===== src/rtl/riscv_pipe_pkg.sv =====
// Shared types and constants for the RV64I pipeline forwarding/hazard logic.
package riscv_pipe_pkg;

    // Register address width the stage record is built around.
    localparam int PIPE_REG_AW = 5;

    // Operand-mux select encodings; 2'b11 is never produced.
    localparam logic [1:0] FWD_REGFILE = 2'b00;
    localparam logic [1:0] FWD_WB      = 2'b01;
    localparam logic [1:0] FWD_MEM     = 2'b10;

    // What the controller remembers about the instruction occupying a stage.
    typedef struct packed {
        logic                   valid;
        logic [PIPE_REG_AW-1:0] rd;
        logic                   reg_write;
        logic                   mem_read;
    } stage_info_t;

endpackage


===== src/rtl/fwd_sel_cmp.sv =====
// Compares one source register against the two producers that will sit in
// EX/MEM and MEM/WB next cycle and picks the operand-mux select.
// The younger producer (currently in EX) wins; x0 is never forwarded.
module fwd_sel_cmp
    import riscv_pipe_pkg::*;
#(
    parameter int REG_AW = 5,
    parameter int SEL_W  = 2
) (
    input  logic [REG_AW-1:0] src,
    input  logic              ex_valid,
    input  logic              ex_reg_write,
    input  logic [REG_AW-1:0] ex_rd,
    input  logic              mem_valid,
    input  logic              mem_reg_write,
    input  logic [REG_AW-1:0] mem_rd,
    output logic [SEL_W-1:0]  sel
);

    logic ex_hit;
    logic mem_hit;

    // Priority select: EX producer overrides the older MEM producer.
    always_comb begin
        ex_hit  = ex_valid  & ex_reg_write  & (ex_rd  != '0) & (ex_rd  == src);
        mem_hit = mem_valid & mem_reg_write & (mem_rd != '0) & (mem_rd == src);
        sel     = SEL_W'(FWD_REGFILE);
        if (ex_hit) begin
            sel = SEL_W'(FWD_MEM);
        end else if (mem_hit) begin
            sel = SEL_W'(FWD_WB);
        end
    end

endmodule


===== src/rtl/fwd_hazard_ctrl.sv =====
// Forwarding and load-use hazard controller for the 5-stage RV64I pipeline.
// Tracks destination registers of in-flight instructions, registers the EX
// operand-mux selects and raises a one-cycle stall on load-use hazards.
// Optional feature: define HAZ_PERF_EN to build saturating stall/forward
// performance counters; otherwise stall_count/fwd_count are tied to zero.
module fwd_hazard_ctrl
    import riscv_pipe_pkg::*;
#(
    parameter int REG_AW     = 5,
    parameter int SEL_W      = 2,
    parameter int PERF_CNT_W = 16
) (
    input  logic                  clk,
    input  logic                  reset,
    input  logic                  id_valid,
    input  logic [REG_AW-1:0]     id_rs1,
    input  logic [REG_AW-1:0]     id_rs2,
    input  logic [REG_AW-1:0]     id_rd,
    input  logic                  id_reg_write,
    input  logic                  id_mem_read,
    input  logic                  flush,
    output logic [SEL_W-1:0]      forward_a,
    output logic [SEL_W-1:0]      forward_b,
    output logic                  stall,
    output logic                  pc_write,
    output logic                  ifid_write,
    output logic                  idex_bubble,
    output logic [PERF_CNT_W-1:0] stall_count,
    output logic [PERF_CNT_W-1:0] fwd_count
);

    // The WB-stage record is not kept: once an instruction leaves MEM/WB its
    // result is already in the register file, so no decision ever reads it.
    stage_info_t       ex_q, ex_d;
    logic              mem_valid_q, mem_valid_d;
    logic [REG_AW-1:0] mem_rd_q, mem_rd_d;
    logic              mem_reg_write_q, mem_reg_write_d;
    logic [SEL_W-1:0]  forward_a_q, forward_a_d;
    logic [SEL_W-1:0]  forward_b_q, forward_b_d;
    logic [SEL_W-1:0]  fa_nxt, fb_nxt;
    logic              load_use;
    logic              issue;

    // Load-use detection; flush and reset both suppress the stall.
    always_comb begin
        load_use = ex_q.valid & ex_q.mem_read & (ex_q.rd != '0)
                 & ((ex_q.rd == id_rs1) | (ex_q.rd == id_rs2));
        stall    = id_valid & load_use & ~flush & ~reset;
        issue    = id_valid & ~stall & ~flush;
    end

    assign pc_write    = ~stall;
    assign ifid_write  = ~stall;
    assign idex_bubble = stall | flush;
    assign forward_a   = forward_a_q;
    assign forward_b   = forward_b_q;

    fwd_sel_cmp #(.REG_AW(REG_AW), .SEL_W(SEL_W)) u_sel_a (
        .src           (id_rs1),
        .ex_valid      (ex_q.valid),
        .ex_reg_write  (ex_q.reg_write),
        .ex_rd         (ex_q.rd),
        .mem_valid     (mem_valid_q),
        .mem_reg_write (mem_reg_write_q),
        .mem_rd        (mem_rd_q),
        .sel           (fa_nxt)
    );

    fwd_sel_cmp #(.REG_AW(REG_AW), .SEL_W(SEL_W)) u_sel_b (
        .src           (id_rs2),
        .ex_valid      (ex_q.valid),
        .ex_reg_write  (ex_q.reg_write),
        .ex_rd         (ex_q.rd),
        .mem_valid     (mem_valid_q),
        .mem_reg_write (mem_reg_write_q),
        .mem_rd        (mem_rd_q),
        .sel           (fb_nxt)
    );

    // Next stage records and selects; a bubble carries no destination or select.
    always_comb begin
        ex_d            = '0;
        forward_a_d     = SEL_W'(FWD_REGFILE);
        forward_b_d     = SEL_W'(FWD_REGFILE);
        mem_valid_d     = ex_q.valid;
        mem_rd_d        = ex_q.rd;
        mem_reg_write_d = ex_q.reg_write;
        if (issue) begin
            ex_d.valid     = 1'b1;
            ex_d.rd        = id_rd;
            ex_d.reg_write = id_reg_write;
            ex_d.mem_read  = id_mem_read;
            forward_a_d    = fa_nxt;
            forward_b_d    = fb_nxt;
        end
    end

    // Shadow pipeline registers and registered selects.
    always_ff @(posedge clk) begin
        if (reset) begin
            ex_q            <= '0;
            mem_valid_q     <= 1'b0;
            mem_rd_q        <= '0;
            mem_reg_write_q <= 1'b0;
            forward_a_q     <= '0;
            forward_b_q     <= '0;
        end else begin
            ex_q            <= ex_d;
            mem_valid_q     <= mem_valid_d;
            mem_rd_q        <= mem_rd_d;
            mem_reg_write_q <= mem_reg_write_d;
            forward_a_q     <= forward_a_d;
            forward_b_q     <= forward_b_d;
        end
    end

`ifdef HAZ_PERF_EN
    logic [PERF_CNT_W-1:0] stall_count_q, stall_count_d;
    logic [PERF_CNT_W-1:0] fwd_count_q, fwd_count_d;

    // Saturating counters: stop at all-ones rather than wrapping.
    always_comb begin
        stall_count_d = stall_count_q;
        fwd_count_d   = fwd_count_q;
        if (stall && !(&stall_count_q)) begin
            stall_count_d = stall_count_q + PERF_CNT_W'(1);
        end
        if (((forward_a_q != '0) || (forward_b_q != '0)) && !(&fwd_count_q)) begin
            fwd_count_d = fwd_count_q + PERF_CNT_W'(1);
        end
    end

    // Counter registers, cleared on reset.
    always_ff @(posedge clk) begin
        if (reset) begin
            stall_count_q <= '0;
            fwd_count_q   <= '0;
        end else begin
            stall_count_q <= stall_count_d;
            fwd_count_q   <= fwd_count_d;
        end
    end

    assign stall_count = stall_count_q;
    assign fwd_count   = fwd_count_q;
`else
    assign stall_count = '0;
    assign fwd_count   = '0;
`endif

endmodule


===== config.mk =====
export PLATFORM = sky130hd
export DESIGN_NAME = fwd_hazard_ctrl
export DESIGN_NICKNAME = d
export VERILOG_FILES = /design/src/rtl/riscv_pipe_pkg.sv /design/src/rtl/fwd_sel_cmp.sv /design/src/rtl/fwd_hazard_ctrl.sv
export SDC_FILE = /design/constraint.sdc
export NUM_CORES = 1
export LEC_CHECK = 0
export CAP_MARGIN = 20
export CORE_MARGIN = 2
export CORE_UTILIZATION = 45
export DETAILED_ROUTE_END_ITERATION = 8
export GPL_TIMING_DRIVEN = 0
export PLACE_DENSITY = 0.86
export SKIP_CTS_REPAIR_TIMING = 1
export SYNTH_ARGS = -nofsm -noshare
export SYNTH_HDL_FRONTEND = slang
export SYNTH_HIERARCHICAL = 1
export SYNTH_SLANG_ARGS = --single-unit

===== constraint.sdc =====
create_clock -name clk -period 5.24 [get_ports clk]
set_clock_uncertainty 0.15 [all_clocks]
set_input_delay 1.31 -clock clk [delete_from_list [all_inputs] [get_ports clk]]
set_output_delay 1.31 -clock clk [all_outputs]
set_load 0.005 [all_outputs]

==> flow_summary.json <==
{
  "num_antenna_cells": 0,
  "final_util_pct": 64.67,
  "ant_nets": 0,
  "drc": 5,
  "placed_cells": 241,
  "critical_path_arrival_ns": 3.35,
  "min_path_type": "register to register",
  "finalHoldViolCount": 0,
  "areaGrowthSynthToFinish_pct": 34.51,
  "io_pins": 61,
  "dr_total_vias": 1091,
  "grt_use_total_pct": 15.32,
  "startpoint_type": "input port",
  "ys_warn_count": 6,
  "cts_buffers": 3,
  "final_max_slew_viol_count": 0,
  "netlist.area_leader.share_pct": 28.20,
  "fin_cells": 245,
  "synth_area_leader_cell": "dfxtp_1",
  "fp-row-count": 19,
  "clk_pin_slew_ns": 0.11,
  "ys.flop_type": "dfxtp_1",
  "cts.root.buffer_cell": "clkbuf_4",
  "nets": 236,
  "htree_levels": 1,
  "critPathMaxFanout": 10,
  "grt_pass1_wl_mm": 4.064,
  "status": "finished with violations",
  "fin_setup_tns_ns": 0,
  "io_buffer_count": 28,
  "routedWlPerCell_um": 10.63,
  "multi_input_area_um2": 775.7,
  "synth.avg_cell_area_um2": 8.932,
  "grt_pass1_vias": 937,
  "vdd_ir_drop_max_uv": 167.3,
  "power_density_nw_per_um2": 165.3,
  "period_share_pct": 91.72,
  "netlist_area_um2": 1349,
  "postSynthCellCount": 151,
  "dieHeight_um": 58.75,
  "leakagePower_uw": 0.0007427,
  "setup_viol": 0,
  "yosysMostFrequentCell": "buf_4",
  "final-seq-area_um2": 380.4,
  "routabilityCongestion": 0.8055,
  "clk_latency_ns": 0.30,
  "synth_seq_cells": 19,
  "endpoint_kind": "primary output",
  "drt_wl_total_mm": 2.604,
  "max_cap_viol_count": 0,
  "cts_tree": "yes",
  "critPathKind": "input port to primary output",
  "netlist-cell-type-count": 31,
  "crit_required_ns": 3.78,
  "cts_sinks": 19,
  "ys_top_cells_by_count": "36 x buf_4, 24 x xnor2_1, 19 x dfxtp_1",
  "vias_per_cell": 4.453,
  "post-route-min-period_ns": 4.806,
  "rsz0062_at_grt": "false",
  "clk_path_buf_depth": 2,
  "yosysSeqAreaShare_pct": 28.20,
  "drive_gt1_share_pct": 23.83,
  "violations": "DRC",
  "fillCellCount": 242,
  "antenna_found_initial": 0,
  "dp_hpwl_mm": 2.075,
  "drt_iter0_drc": 20,
  "first_pass_iters": 6,
  "async_reset_ff_share_pct": 0,
  "start_util_pct": 48.08,
  "synth_area_leaders": "dfxtp_1 28%, buf_4 20%, xnor2_1 16%, nand3b_1 6.1%, a21oi_1 4.1%",
  "core_area_um2": 2805,
  "grt_max_degree": 13,
  "die_x_um": 58.75,
  "max_freq_ghz": 0.2081,
  "synth_edf_count": 0,
  "grt_overflow_total": 0,
  "die_area_um2": 3451
}
## worst max-delay path, cell delays in order
cell and delay [ns]:
clkdlybuf4s50_1 0.62, xnor2_1 0.15, nand3_1 0.10, o22ai_2 0.35
buf_6 0.19, nand2_1 0.07, buf_4 0.13, clkdlybuf4s50_1 0.44
## layout make-up
class	count	area share (%)
multi-input combinational	119	42.76
sequential	19	20.97
buffer	39	16.00
timing repair buffer	28	15.45
tap	31	2.138
clock buffer	3	1.241
inverter	5	1.034
clock inverter	1	0.4138
## state kept, by name, summed over array words and instances (netlist names)
name / cells
ex_q: 1
forward_a: 2
forward_b: 2
mem_rd_d: 5
mem_rd_q: 5
mem_reg_write_d: 1
mem_reg_write_q: 1
mem_valid_d: 1
mem_valid_q: 1
## path summary, 6_finish.rpt
check / start / to / slack (ns) / cells after the start
max: id_rs1[2] / pc_write / 0.43 / 8
min: mem_reg_write_d / mem_reg_write_q / 0.37 / 1
max reg2reg: mem_rd_d[2] / forward_a[1] / 3.40 / 5
min reg2reg: mem_reg_write_d / mem_reg_write_q / 0.37 / 1
## logic make-up after synthesis
group / Yosys count / share of synthesized area, %
buf+inv: 44 / 22.91
compound gates: 25 / 14.56
simple gates: 36 / 17.16
flops: 19 / 28.20
xor+xnor: 26 / 16.88
other cells: 1 / 0.2780
## placed cells by master, fill, tap and decap left out, types with 3 or more instances in the layout
cell type / n
dfxtp_1: 19
nand3b_1: 11
a21oi_1: 11
clkdlybuf4s50_1: 28
clkbuf_4: 3
buf_4: 36
nand2_1: 3
nand3_1: 5
xnor2_1: 24
nor2b_1: 7
conb_1: 32
clkinv_1: 4
## through the flow
stage                     hold WS [ns]  power [µW]  area [µm²]  worst slack (ns)
after floorplan                 0.3107       202.6        1465             1.578
after global placement          0.3436       227.4        1784            0.4532
after detailed placement        0.3441       228.6        1784            0.4441
after CTS                       0.3639       299.5        1814            0.4261
after global routing            0.3881       313.9        1814            0.3149
final                           0.3682       300.0        1814            0.4341
## power by group
group	internal (µW)	leakage, µW	total, µW	switching [µW]
registers	147	0.000154	152	4.46
clock network	29.0	0.0000139	73.4	44.4
logic	44.9	0.000575	75.0	30.1
## routing by layer
metal  part of all wire (%)  track usage (%)  wire [µm]
met1                     42            19.27       1099
met2                     49            26.19       1274
met3                    7.4            1.758        192
met4                    1.4            6.818         37
met5                      0                0          0
Note: power is estimated with default switching activity, not from simulation.
